$ cat src/rtl/ula_74181_serial.sv
// Nibble-serial 74181-style ALU: one 4-bit slice per clock, carry rippled through a register.
// Optional define ULA_SERIAL_OVF_EN enables signed-overflow detection on the MSB nibble.
module ula_74181_serial #(
  parameter int WIDTH = 16
) (
  input  logic             clk,
  input  logic             rst_n,
  input  logic             in_valid,
  output logic             in_ready,
  input  logic [WIDTH-1:0] a,
  input  logic [WIDTH-1:0] b,
  input  logic [3:0]       s,
  input  logic             m,
  input  logic             c_in,
  output logic             out_valid,
  input  logic             out_ready,
  output logic [WIDTH-1:0] f,
  output logic             c_out,
  output logic             a_eq_b,
  output logic             ovf
);

  localparam int N     = WIDTH / 4;
  localparam int IDX_W = (N > 1) ? $clog2(N) : 1;

  typedef enum logic [1:0] {IDLE, RUN, DONE} state_t;

  state_t             state_q, state_d;
  logic [WIDTH-1:0]   a_q, b_q;
  logic [3:0]         s_q;
  logic               m_q;
  logic               carry_q;
  logic               eq_q;
  logic [IDX_W-1:0]   idx_q;
  logic [3:0]         a_nib, b_nib, nib_f;
  logic               nib_c;
  logic               last;
  logic               accept;

  // 74181 arithmetic is X + Y + cin, with X and Y selected bitwise by s.
  function automatic logic [3:0] gen_x(input logic [3:0] xa, input logic [3:0] xb,
                                       input logic [3:0] sel);
    return xa | (xb & {4{sel[0]}}) | (~xb & {4{sel[1]}});
  endfunction

  function automatic logic [3:0] gen_y(input logic [3:0] xa, input logic [3:0] xb,
                                       input logic [3:0] sel);
    return (xa & ~xb & {4{sel[2]}}) | (xa & xb & {4{sel[3]}});
  endfunction

  function automatic logic [4:0] slice_181(input logic [3:0] xa, input logic [3:0] xb,
                                           input logic [3:0] sel, input logic mode,
                                           input logic cin);
    logic [3:0] lf;
    logic [4:0] sum;
    lf  = 4'h0;
    sum = {1'b0, gen_x(xa, xb, sel)} + {1'b0, gen_y(xa, xb, sel)} + {4'b0, cin};
    if (mode) begin
      case (sel)
        4'b0000: lf = ~xa;
        4'b0001: lf = ~(xa | xb);
        4'b0010: lf = ~xa & xb;
        4'b0011: lf = 4'h0;
        4'b0100: lf = ~(xa & xb);
        4'b0101: lf = ~xb;
        4'b0110: lf = xa ^ xb;
        4'b0111: lf = xa & ~xb;
        4'b1000: lf = ~xa | xb;
        4'b1001: lf = ~(xa ^ xb);
        4'b1010: lf = xb;
        4'b1011: lf = xa & xb;
        4'b1100: lf = 4'hF;
        4'b1101: lf = xa | ~xb;
        4'b1110: lf = xa | xb;
        default: lf = xa;
      endcase
      return {1'b0, lf};
    end
    return sum;
  endfunction

  assign accept    = in_valid & in_ready;
  assign in_ready  = (state_q == IDLE);
  assign out_valid = (state_q == DONE);
  assign last      = (idx_q == IDX_W'(N - 1));

  always_comb begin
    a_nib = 4'h0;
    b_nib = 4'h0;
    for (int i = 0; i < N; i++) begin
      if (idx_q == IDX_W'(i)) begin
        a_nib = a_q[4*i +: 4];
        b_nib = b_q[4*i +: 4];
      end
    end
  end

  assign {nib_c, nib_f} = slice_181(a_nib, b_nib, s_q, m_q, carry_q);

  always_ff @(posedge clk or negedge rst_n) begin
    if (!rst_n) state_q <= IDLE;
    else        state_q <= state_d;
  end

  always_comb begin
    state_d = state_q;
    case (state_q)
      IDLE:    if (in_valid) state_d = RUN;
      RUN:     if (last) state_d = DONE;
      DONE:    if (out_ready) state_d = IDLE;
      default: state_d = IDLE;
    endcase
  end

  // Operand capture: meaningful only once accepted, so no reset is needed.
  always_ff @(posedge clk) begin
    if (accept) begin
      a_q <= a;
      b_q <= b;
      s_q <= s;
      m_q <= m;
    end
  end

  always_ff @(posedge clk or negedge rst_n) begin
    if (!rst_n) begin
      carry_q <= 1'b0;
      eq_q    <= 1'b0;
      idx_q   <= '0;
      f       <= '0;
      c_out   <= 1'b0;
      a_eq_b  <= 1'b0;
    end else if (accept) begin
      carry_q <= c_in;
      idx_q   <= '0;
      eq_q    <= 1'b1;
    end else if (state_q == RUN) begin
      for (int i = 0; i < N; i++) begin
        if (idx_q == IDX_W'(i)) f[4*i +: 4] <= nib_f;
      end
      carry_q <= nib_c;
      eq_q    <= eq_q & (nib_f == 4'hF);
      if (last) begin
        c_out  <= nib_c;
        a_eq_b <= eq_q & (nib_f == 4'hF);
      end else begin
        idx_q <= idx_q + IDX_W'(1);
      end
    end
  end

`ifdef ULA_SERIAL_OVF_EN
  // Carry into the MSB comes from the low three bits of the last nibble's sum.
  function automatic logic msb_carry_in(input logic [3:0] xa, input logic [3:0] xb,
                                        input logic [3:0] sel, input logic cin);
    logic [3:0] x, y, sum3;
    x    = gen_x(xa, xb, sel);
    y    = gen_y(xa, xb, sel);
    sum3 = {1'b0, x[2:0]} + {1'b0, y[2:0]} + {3'b0, cin};
    return sum3[3];
  endfunction

  always_ff @(posedge clk or negedge rst_n) begin
    if (!rst_n)
      ovf <= 1'b0;
    else if (state_q == RUN && last)
      ovf <= ~m_q & (msb_carry_in(a_nib, b_nib, s_q, carry_q) ^ nib_c);
  end
`else
  assign ovf = 1'b0;
`endif

endmodule

$ cat config.mk
export PLATFORM = sky130hd
export DESIGN_NAME = ula_74181_serial
export DESIGN_NICKNAME = d
export VERILOG_FILES = /design/src/rtl/ula_74181_serial.sv
export SDC_FILE = /design/constraint.sdc
export NUM_CORES = 1
export LEC_CHECK = 0
export BUFFER_PORTS_ARGS = -buffer_cell sky130_fd_sc_hd__buf_4
export CORE_UTILIZATION = 60
export DETAILED_ROUTE_END_ITERATION = 12
export PLACE_DENSITY = 0.95
export SKIP_LAST_GASP = 1
export SYNTH_ARGS = -nofsm -noshare
export SYNTH_HDL_FRONTEND = slang
export SYNTH_SLANG_ARGS = --single-unit
export TNS_END_PERCENT = 30
$ cat constraint.sdc
create_clock -name clk -period 9.65 [get_ports clk]
set_input_delay 0 -clock clk [delete_from_list [all_inputs] [get_ports clk]]
set_output_delay 0 -clock clk [all_outputs]
set_load 0.03 [all_outputs]
==> impl_summary.md, run 1 <==
Outcome
The run finished with clean final reports.

Drt
The detailed router placed 3398 vias in this run. The detail-routed via count per cell is a little under 7. The DRC violation total after the first TritonRoute iteration is around 530. The count of antenna-violating nets left after detailed routing is 0. The number of optimization iterations in the first detailed-route pass is 5. The routed wire length is between 10000 and 15000 um. The post-route DRC violation count is 0.

In the final routed layout, each cell accounts on average for roughly 23 um.

Synthesis
The count of distinct cell types in the synthesized netlist is 68. For this run, the leading register cell type out of synthesis is edfxtp_1. The number of nets handed over by synthesis was between 300 and 400. The number of enable-type register cells in the synthesized netlist is 37. The mapped netlist covers 3540 um2.

After synthesis, the share of flip-flops with an asynchronous set or reset is 0.393. The count of mapped cells out of synthesis is 329. The share of synthesized area occupied by flip-flops and latches is 0.483. A synthesized cell averages approximately 11 um2. The synthesized design contains 61 register bits. The synthesis warning total is 0.

Power
In this run the power density over the cells is about 380 nW/um2. The worst voltage drop across the vdd grid is 0.235 mV. Summed over all cells, the static leakage comes to between 0.0015 and 0.002 uW.

Clocking
Clock latency on the worst-skew pair, taken at its later pin, is approximately 0.35 ns. The depth of the CTS H-tree is 3. In this run the deepest clock path goes through 2 buffers. The total clock sinks is 61. The clock-pin transition on the worst setup and hold timing paths is around 0.070 ns. In this run the clock root is driven by a clkbuf_8. TritonCTS built the clock tree. The number of gates resized after cts is 0.

Buffers inserted during clock tree synthesis total 9.

Worst setup path
The largest fanout on the critical path is 17. On the critical path, the stage with the largest delay is an instance of ha_1. Traced cell by cell, the critical path runs through inv_1 -> ha_1 -> nor2b_1 -> a221oi_1 -> nor2_2 -> inv_1 -> ha_1 -> a22oi_1 -> fa_1 -> fa_1 -> xnor2_1 -> o22ai_1 -> a31o_2 -> or4b_4 -> o21ai_1.

The arrival time at the worst endpoint is about 4.9 ns. The kind of launch point of the worst setup path is a register. The worst reg2reg path depth is 15. The internal reg-to-reg setup slack is 5.00 ns.

The kind of capture point of the worst setup path is a register. The path type of the worst setup path is register to register. The biggest cell delay along the critical path is ~0.56 ns. Data on the critical path is required at its endpoint by around 9.9 ns.

STA
The shortest clock period the worst path allows after layout is 4.65 ns. Dividing the final minimum period by the clock period gives 0.481. The final number of hold-violating endpoints is 0. Setup repair after global routing left no endpoint under its margin.

Clock skew on the completed layout was measured at approximately 0.0077 ns. The smallest setup slack after layout is 5.00 ns. The final count of pins violating max slew came to 0. The worst hold slack is ~0.095 ns. The worst pin sits at a relative slew slack of 0.363. Setup total negative slack on the finished layout was measured at 0 ns. The highest clock frequency the design can meet is around 220 MHz. The transition time of the tightest slew-check pin is roughly 0.96 ns.

The total of endpoints with negative setup slack in the final report is 0.

Final layout
The final cell utilization of the core is 0.815. The top cell types in the final layout, fill and taps aside, are buf_4 (61), dlygate4sd3_1 (40), edfxtp_1 (37). 0 antenna diodes ended up in the layout.

The number of fillers in the final layout is 259. The layout-stage area growth over the synthesis result is 29.1%. The leading cell type in the layout, fill and taps excluded is buf_4. The share of post-route cells with drive strength above 1 is 0.230. The final layout contains a little under 500 nets.

Global routing
For met2 alone, demand over resource in global routing was 0.669. Across every metal layer, demand over resource in global routing totals 0.402. The number of global-route vias before repair came to 3376.

Entering global routing, the biggest net connects 44 pins. The layer with the highest usage is met2. The initial antenna violation count was 0. In the global route stage, met3 resource usage came out at 0.108.

The met1 demand-to-capacity share in global routing is 0.462. The global route total overflow is 0. The wire length of the first global-routing pass is 18000 um.

Die
The floorplan has 27 rows. Pin placement for this block handled 63 I/O pins. The floorplan step set the die width to slightly below 80 um.

The placeable core region is about 5600 um2. The floorplan die area is approximately 6200 um2. The die boundary height is approximately 79 um.

For this configuration, the core starts out at a cell density of 0.632.

Placed design
The congestion estimate from routability-driven global placement came to ~0.93. Timing analysis after detailed placement gives a worst setup slack of approximately 5.5 ns. The detailed-placement wirelength estimate is 5700 um.

The number of buffers inserted by port buffering is 61.

Run
The number of max-cap violations is 0.

Min path
The path type of the worst min-delay path is input port to asynchronous set/reset pin.
[stage by stage]
stage          cell area [um2]  total power, uW  cells
5_1_grt                   4570             1790    498
4_1_cts                   4570             1600    498
2_1_floorplan             3540             1130    329
6_report                  4570             1730    498
3_5_place_dp              3980             1360    442
3_3_place_gp              3980             1310    442
[metal layers]
layer / wire length [um] / part of all wire
met5: 0 / 0
met4: 735 / 0.063
met3: 1260 / 0.11
met1: 3950 / 0.34
met2: 5680 / 0.49
[synth_stat cells, types with 2 or more instances]
| library cell | count | area [um2] |
|---|---|---|
| edfxtp_1 | 37 | 1110 |
| nand2_1 | 35 | 131 |
| dfrtp_1 | 24 | 601 |
| ha_1 | 23 | 288 |
| o21ai_0 | 23 | 115 |
| inv_1 | 21 | 78.8 |
| a21oi_1 | 12 | 60.1 |
| nor2_1 | 10 | 37.5 |
| buf_2 | 9 | 45.0 |
| mux2i_1 | 8 | 80.1 |
| nand2b_1 | 8 | 50.1 |
| nand3_1 | 8 | 40.0 |
| nor2b_1 | 6 | 37.5 |
| o22ai_1 | 6 | 37.5 |
| clkbuf_1 | 5 | 18.8 |
| mux2_2 | 5 | 56.3 |
| nand3b_1 | 5 | 37.5 |
| o211ai_1 | 5 | 37.5 |
| a21oi_2 | 4 | 35.0 |
| buf_4 | 4 | 30.0 |
| nor3_1 | 4 | 20.0 |
| o21ai_1 | 4 | 20.0 |
| a31oi_1 | 3 | 18.8 |
| and3_1 | 3 | 18.8 |
| xnor2_1 | 3 | 26.3 |
| a211oi_1 | 2 | 15.0 |
| a22o_1 | 2 | 17.5 |
| buf_6 | 2 | 22.5 |
| fa_1 | 2 | 40.0 |
| nand4_1 | 2 | 12.5 |
| nor4b_1 | 2 | 17.5 |
| nor4bb_1 | 2 | 20.0 |
| o221a_4 | 2 | 40.0 |
| o221ai_2 | 2 | 30.0 |
| o2bb2ai_1 | 2 | 17.5 |
| or2_1 | 2 | 12.5 |
[final timing paths]
| path | startpoint | end |
|---|---|---|
| min reg2reg | f[15] | f[15] |
| min in group clk | b[2] | b_q[2] |
| max reg2reg | idx_q[1] | a_eq_b |
| max in group asynchronous | rst_n | idx_q[0] |
| min | rst_n | f[4] |
| max | idx_q[1] | a_eq_b |
[cell families after synthesis]
family | after synthesis | share of synthesized area
and+or+nand+nor | 96 | 0.144
AOI/OAI and AO/OA | 86 | 0.172
DFF | 61 | 0.483
buffers and inverters | 43 | 0.0576
adders and majority gates | 25 | 0.0925
muxes | 14 | 0.0417
xor gates and xnor gates | 3 | 0.00742
other | 1 | 0.00106
[cell type report]
| cell class | instances | area, um2 | share of cell area |
|---|---|---|---|
| Clock buffer | 13 | 180 | 0.0394 |
| Clock inverter | 3 | 16.3 | 0.00356 |
| Inverter | 23 | 87.6 | 0.0192 |
| Multi-Input combinational cell | 225 | 1630 | 0.356 |
| Sequential cell | 61 | 1710 | 0.374 |
| Tap cell | 72 | 90.1 | 0.0197 |
| Timing Repair Buffer | 101 | 858 | 0.188 |
[state kept, by name, indices dropped and copies added (netlist names)]
| signal | count |
|---|---|
| carry_q | 1 |
| m_q | 1 |
| f | 16 |
| a_eq_b | 1 |
| s_q | 4 |
| a_q | 16 |
| eq_q | 1 |
| b_q | 16 |
| state_q | 2 |
| idx_q | 2 |
| c_out | 1 |
[report_power, final]
part / switching [uW] / total (uW) / internal, uW
sequential: 68.3 / 436 / 368
clock: 106 / 228 / 122
combinational: 662 / 1060 / 400
total: 836 / 1730 / 890
[worst max-delay path, delay by kind of cell (launching register included)]
| family | cells | cell delay (ns) |
|---|---|---|
| adders and majority gates | 4 | 1.72 |
| buffers and inverters | 2 | 0.22 |
| DFF | 1 | 0.43 |
| AOI/OAI and AO/OA | 5 | 1.18 |
| xor gates and xnor gates | 1 | 0.21 |
| and+or+nand+nor | 3 | 0.80 |
[timing repair]
item / in CTS / in global routing
buffers inserted: 0 / 0
hold buffers: 40 / 0
endpoints found under the hold margin: 63 / 0
Power figures use the tool's default switching activity.
==> run 2: changes to the inputs <==
--- a/config.mk
+++ b/config.mk
@@ -6,9 +6,9 @@
 export NUM_CORES = 1
 export LEC_CHECK = 0
 export BUFFER_PORTS_ARGS = -buffer_cell sky130_fd_sc_hd__buf_4
-export CORE_UTILIZATION = 60
+export CORE_UTILIZATION = 56
 export DETAILED_ROUTE_END_ITERATION = 12
-export PLACE_DENSITY = 0.95
+export PLACE_DENSITY = 0.9
 export SKIP_LAST_GASP = 1
 export SYNTH_ARGS = -nofsm -noshare
 export SYNTH_HDL_FRONTEND = slang
==> constraint.sdc (replaced) <==
create_clock -name clk -period 4.35 [get_ports clk]
set_input_delay 0 -clock clk [delete_from_list [all_inputs] [get_ports clk]]
set_output_delay 0 -clock clk [all_outputs]
set_load 0.03 [all_outputs]
==> run 2 against run 1 <==
Critical endpoint is now eq_q. Combinational power up 120%. First-iteration DRC count is 11% lower. Largest power group unchanged. Maximum frequency up 11%. Critical path type unchanged. Largest cell class unchanged.
==> impl_summary.md, run 2 (synthesis results as in run 1) <==
Power
The proportion of power drawn by flip-flops and latches is 0.247. The static leakage power is ~0.0020 uW. VDD sags by at most between 0.6 and 0.7 mV. The analysis attributes to net switching a power of about 1800 uW. Of the total power, combinational logic draws 0.614. The cell-internal power is roughly 2000 uW. The clock group share of total power is 0.139. The net switching fraction of the power is 0.469. The total power divided by cell area is ~800 nW/um2.

Clocking
The clock buffer count from CTS is 9. The total clock sinks is between 60 and 70. The clock passes through at most 2 buffers. At the later pin of the worst-skew pair, clock insertion delay measures around 0.36 ns. Clock-pin slew was measured on the worst setup and hold paths at 0.09 ns.

The depth of the CTS H-tree is 3. The root buffer cell is clkbuf_8. The TritonCTS clock tree is built.

Placed design
The routability-driven placement congestion ratio is around 0.95. The number of buffers inserted by port buffering is slightly above 60. Detailed placement finished with a half-perimeter wire length of approximately 5700 um.

Die
The boundary pin count is 63. From left edge to right edge, the die measures 81.5 um. The die covers between 6000 and 7000 um2.

The placeable core region is approximately 6000 um2. The initial core utilization is 0.588. The floorplan has 28 rows.

The die is 81.5 um tall.

Drt
Across all layers, the routed design uses around 3.2k vias. For this block, the routed nets add up to ~11000 um of wire. The DRC violation total after the first TritonRoute iteration is 471. In the routed layout, each cell is associated on average with a via count of around 6.3.

The detailed-route wire length per cell is between 20 and 25 um. The number of optimization iterations in the first detailed-route pass is 6. In the routed design, unresolved DRC markers number 0. In this run the remaining antenna-violating nets after routing total 0.

Min path
In this run the worst hold path is classified as input port to asynchronous set/reset pin.

STA
The worst max-slew margin expressed relative to the limit is 0.356. At the pin with the least slew margin, the transition time is between 0.9 and 1 ns. Timing would allow up to 238 MHz. The final count of pins violating max slew is 0. The post-route fraction of the period consumed by the critical path is 0.965. In the final timing run, aggregate negative setup slack is 0 ns. Subtracting the final worst setup slack from the clock period gives approximately 4.2 ns. Setup repair after global routing left no endpoint under its margin. Setup violations remaining at the end of the flow were counted as 0. The clock skew after layout is around 0.030 ns. The final number of hold-violating endpoints is 0.

Worst setup path
Traced cell by cell, the critical path runs through inv_1 -> ha_1 -> or2_4 -> a221oi_1 -> nor2_2 -> inv_1 -> ha_1 -> a22oi_1 -> fa_1 -> fa_1 -> xnor2_1 -> o22ai_1 -> a31o_2 -> or4b_4 -> a21oi_2. The setup path with the least slack is of type register to register. The worst setup path is launched from a register. STA puts the critical path data arrival time at between 4 and 5 ns. The required time at the endpoint of the critical path is roughly 4.6 ns.

The worst setup path is captured at a register. The slowest stage cell on the critical path is or4b_4. The worst reg2reg path depth is 15.

The internal reg-to-reg setup slack is approximately 0.15 ns. The worst register-to-register path ends at eq_q. The startpoint of the most critical register-to-register path is idx_q[0]. The largest fanout on the critical path is 8.

The biggest cell delay along the critical path is around 0.50 ns.

Global routing
The initial antenna violation count is 1. Global routing finished with a remaining overflow of 0. The maximum number of pins on one net before global-route repair is between 40 and 50. The first global-routing pass estimated between 15000 and 20000 um of wire. The number of global-route vias before repair is between 3k and 4k. For this run, the total global-route usage over all layers was measured as 0.346.

Final layout
In the final design database the tool counted just under 500 nets. The leading cell type in the layout, fill and taps excluded is buf_4. Leaving out fill and tap cells, the most frequent cells in the layout are buf_4 (66), dlygate4sd3_1 (40), edfxtp_1 (37). The number of fillers in the final layout is between 300 and 400. The area growth from synthesis to layout is 30.3%. The area of the multi-input gates is 1630 um2. The share of post-route cells with drive strength above 1 is 0.241.

The largest registers in the layout are a_q (16), b_q (16), f (16). At the end of the flow the core is filled with cells to 0.766. The register area is between 1500 and 2000 um2.

Outcome
The flow ran to the end, and the final reports show no timing, DRC or antenna violations.

Run
The number of max-cap violations is 0.
==> run 2: per-layer routing <==
metal  GRT usage  vias to the layer above  part of all wire
met3      0.0700                       52             0.075
met5           0                        -                 0
met2       0.582                      223              0.50
met4       0.214                        0             0.050
met1       0.405                     1515              0.38
li1            -                     1398                 -
==> run 2: timing repair <==
item                       in CTS  in global routing
hold buffers                   40                  0
setup buffers                   0                  0
setup endpoints to repair       0                  2
hold endpoints to repair       63                  0
resized for setup               0                  2
==> run 2: how the worst max path moves through the flow <==
stage | from | endpoint | slack, ns | depth (start not counted)
final | idx_q[0] | eq_q | 0.15 | 15
after global routing | idx_q[0] | eq_q | 0.04 | 13
after CTS | idx_q[0] | eq_q | 0.22 | 14
after detailed placement | idx_q[0] | eq_q | 0.27 | 14
after global placement | idx_q[0] | a_eq_b | 0.52 | 14
after floorplan | idx_q[0] | eq_q | 0.63 | 16
==> run 2: worst max-delay path: cells and delay by family (launching register included) <==
| kind | cells | cell delay, ns |
|---|---|---|
| flops | 1 | 0.46 |
| xor+xnor | 1 | 0.18 |
| fa+ha+maj | 4 | 1.34 |
| buf+inv | 2 | 0.21 |
| compound gates | 5 | 0.93 |
| simple gates | 3 | 0.96 |
==> run 2: final cells by class <==
cell class              count  share of cell area
diodes                      1            0.000542
repair buffers            106               0.194
inverters                  23              0.0190
flip-flops and latches     61               0.371
multi-input cells         225               0.354
clock inverters             4              0.0100
well taps                  75              0.0203
clock buffers              12              0.0314
==> run 2: through the flow <==
| stage | worst slack (ns) | std cells | instance area [um2] | total power [uW] | hold WS [ns] |
|---|---|---|---|---|---|
| after global placement | 0.519 | 450 | 4020 | 2950 | -0.0976 |
| after detailed placement | 0.271 | 450 | 4020 | 3040 | -0.0876 |
| after global routing | 0.0359 | 507 | 4620 | 3960 | 0.104 |
| final | 0.152 | 507 | 4620 | 3750 | 0.0749 |
| after floorplan | 0.625 | 329 | 3540 | 2500 | -0.296 |
| after CTS | 0.225 | 506 | 4610 | 3580 | 0.0758 |
==> run 2: power groups by stage <==
stage	clock [uW]	sequential, uW	combinational (uW)
after CTS	497	909	2170
after global placement	0	913	2040
after global routing	543	939	2470
after floorplan	0	1050	1450
after detailed placement	0	918	2120
final	522	927	2300
==> run 3: changes to the inputs <==
--- a/config.mk
+++ b/config.mk
@@ -6,9 +6,10 @@
 export NUM_CORES = 1
 export LEC_CHECK = 0
 export BUFFER_PORTS_ARGS = -buffer_cell sky130_fd_sc_hd__buf_4
-export CORE_UTILIZATION = 56
+export CORE_UTILIZATION = 58
+export CTS_BUF_LIST = sky130_fd_sc_hd__clkbuf_8
 export DETAILED_ROUTE_END_ITERATION = 12
-export PLACE_DENSITY = 0.9
+export PLACE_DENSITY = 0.92
 export SKIP_LAST_GASP = 1
 export SYNTH_ARGS = -nofsm -noshare
 export SYNTH_HDL_FRONTEND = slang
==> run 3 against run 2 <==
Sequential share of layout area rose by 0.15 points. Final cell count fell by 0.39%. Die area fell by 3.4%. Count of clock-buffer cells in the layout fell by 3. Design area fell by 0.41%. Sequential power fell by 1%. Total power fell by 2.0%. Non-clock buffer count fell by 1. Clock skew fell by 0.017 ns. Combinational power barely moved. Hold slack improved by 0.019 ns. Flip-flop and latch count did not move. Critical endpoint is now a_eq_b.
==> impl_summary.md, run 3 (synthesis results as in run 1) <==
Clocking
The depth of the CTS H-tree is 3. The root buffer cell is clkbuf_8. The total clock sinks is 61.

The number of buffers inserted by post-CTS setup repair is 0. The largest buffer count on any clock path is 2. The TritonCTS clock tree is built. The clock-pin transition on the worst setup and hold timing paths is around 0.07 ns. Clock latency on the worst-skew pair, taken at its later pin, is around 0.34 ns. In this run, CTS created clock tree buffers numbering 9.

Final layout
Registers take between 1500 and 2000 um2. The total number of nets in the final design is 492. In the final layout, the multi-input gates occupy between 1500 and 2000 um2. The layout-stage area growth over the synthesis result is 29.8%. The library cell used most frequently in the layout, excluding fill and tap cells, is buf_4. In the final layout, the registers with the most flip-flops are a_q (16), b_q (16), f (16). The library cells used most frequently in the layout, excluding fill and tap cells, are buf_4 (65), dlygate4sd3_1 (40), edfxtp_1 (37).

In the final layout, the share of cells above drive strength 1 is 0.237. 0 antenna diodes ended up in the layout. The number of fillers in the final layout is 299.

Die
The die boundary height is roughly 80 um. The horizontal die dimension is between 80 and 90 um. The floorplan die area is 6420 um2.

The initial utilization of the core area, before any placement, comes to 0.598. The boundary pin count is 63. The placeable core region is around 5900 um2. The number of core rows is 28.

Power
The analysis attributes to net switching a power of between 1500 and 2000 uW. The static leakage power is roughly 0.0020 uW. The total power divided by cell area is between 700 and 800 nW/um2. Summing internal, switching and leakage power gives between 3000 and 4000 uW. The proportion of power drawn by flip-flops and latches is 0.249.

The worst voltage drop across the vdd grid is ~0.45 mV. Of the total power, the share spent switching nets is 0.464. The cell-internal power is 1970 uW. Of the total power, the clock network draws 0.131. The share of total power dissipated in combinational logic is 0.619.

Drt
After detailed routing, the total wire length is between 9000 and 10000 um. In the final routed layout, each cell accounts on average for about 19 um. After detailed routing, the number of vias per cell comes to between 6 and 7. The post-route DRC violation count is 0. The count of antenna-violating nets left after detailed routing is 0. The number of optimization iterations in the first detailed-route pass is 5. The total number of vias is approximately 3.1k. The DRC violation total after the first TritonRoute iteration is ~460.

Worst setup path
The kind of capture point of the worst setup path is a register. Data arrives at the worst endpoint at between 4 and 5 ns. For the worst setup path, the data required time is roughly 4.6 ns. The kind of launch point of the worst setup path is a register. The largest fanout on the critical path is 8.

The path type of the worst setup path is register to register.

Placed design
At the end of routability-driven placement, the weighted congestion stood at 0.911. Detailed placement finished with a half-perimeter wire length of 5700 um. The number of buffers inserted by port buffering is just over 60.

Global routing
After global routing, the most crowded layer is met2. The met3 track demand over resource in global routing is 0.0795. The met2 routing resource usage after global routing is 0.544. The number of global-route vias before repair is just over 3k. The global route total overflow is 0. The wire length of the first global-routing pass is between 10000 and 15000 um. For met1 alone, demand over resource in global routing was 0.357.

The initial antenna violation count is 0. The maximum number of pins on one net before global-route repair is 44. Across every metal layer, demand over resource in global routing totals 0.316.

STA
For this run, the top clock speed supported by timing is ~240 MHz. After routing, the total negative slack on setup checks comes to 0 ns. Clock skew on the completed layout was measured at around 0.013 ns. The final number of hold-violating endpoints is 0. The final count of pins violating max slew is 0.

The transition time of the tightest slew-check pin is around 0.9 ns. The total of endpoints with negative setup slack in the final report is 0. Hold is met by between 0.09 and 0.1 ns.

In the finished design, the share of the clock period the worst path needs comes to 0.952. The worst max-slew margin expressed relative to the limit is 0.383. Setup repair after global routing left no endpoint under its margin. The smallest clock period supported by the final layout is computed as about 4.1 ns.

Min path
The min-delay analysis places its worst path in the category input port to asynchronous set/reset pin.

Outcome
The flow ran to the end, and the final reports show no timing, DRC or antenna violations.

Run
The tool flagged a number of max-cap violations equal to 0.
## run 3: final timing paths
| path | start | end | slack, ns | cells past startpoint |
|---|---|---|---|---|
| hold / removal | rst_n | f[4] | 0.09 | 2 |
| min in group clk | s[3] | s_q[3] | 0.37 | 2 |
| setup reg to reg | idx_q[0] | a_eq_b | 0.21 | 15 |
| setup / recovery | idx_q[0] | a_eq_b | 0.21 | 15 |
| max in group asynchronous | rst_n | idx_q[0] | 4.01 | 2 |
| hold reg to reg | f[7] | f[7] | 0.49 | 2 |
## run 3: power groups by stage
stage / registers [uW] / logic (uW) / clock network [uW]
after global placement: 913 / 2010 / 0
after global routing: 931 / 2460 / 506
after detailed placement: 921 / 2130 / 0
after floorplan: 1050 / 1450 / 0
after CTS: 910 / 2160 / 473
final: 917 / 2280 / 483
## run 3: area by class of cell
cell class | instances | share of cell area
repair buffers | 105 | 0.193
inverters | 23 | 0.0191
flip-flops and latches | 61 | 0.372
clock buffers | 9 | 0.0269
clock inverters | 7 | 0.0128
multi-input cells | 225 | 0.355
well taps | 75 | 0.0204
## run 3: per-layer routing
layer | routed length (um) | vias to the layer above
li1 | - | 1388
met1 | 3580 | 1484
met2 | 4880 | 216
met3 | 784 | 46
met4 | 413 | 0
met5 | 0 | -
## run 3: timing repair
item                                   in CTS  in global routing
gates resized for setup                     0                  2
endpoints found under the hold margin      63                  0
setup endpoints to repair                   0                  2
hold buffers                               40                  0
## run 3: critical path: stages (launching register included)
cell and delay, ns:
dfrtp_1 0.40, inv_1 0.09, ha_1 0.28, or2_4 0.33, a221oi_1 0.32, nor2_2 0.13
inv_1 0.12, ha_1 0.20, a22oi_1 0.11, fa_1 0.47, fa_1 0.43, xnor2_1 0.15
o22ai_1 0.10, a31o_2 0.28, or4b_4 0.51, o21ai_1 0.15
## run 3: stage by stage
step	setup slack, ns	instances	instance area [um2]	utilization
after CTS	0.329	505	4590	0.776
after detailed placement	0.334	449	4010	0.677
after global placement	0.487	449	4010	0.677
after floorplan	0.625	329	3540	-
after global routing	0.00999	505	4600	0.776
final	0.209	505	4600	0.776
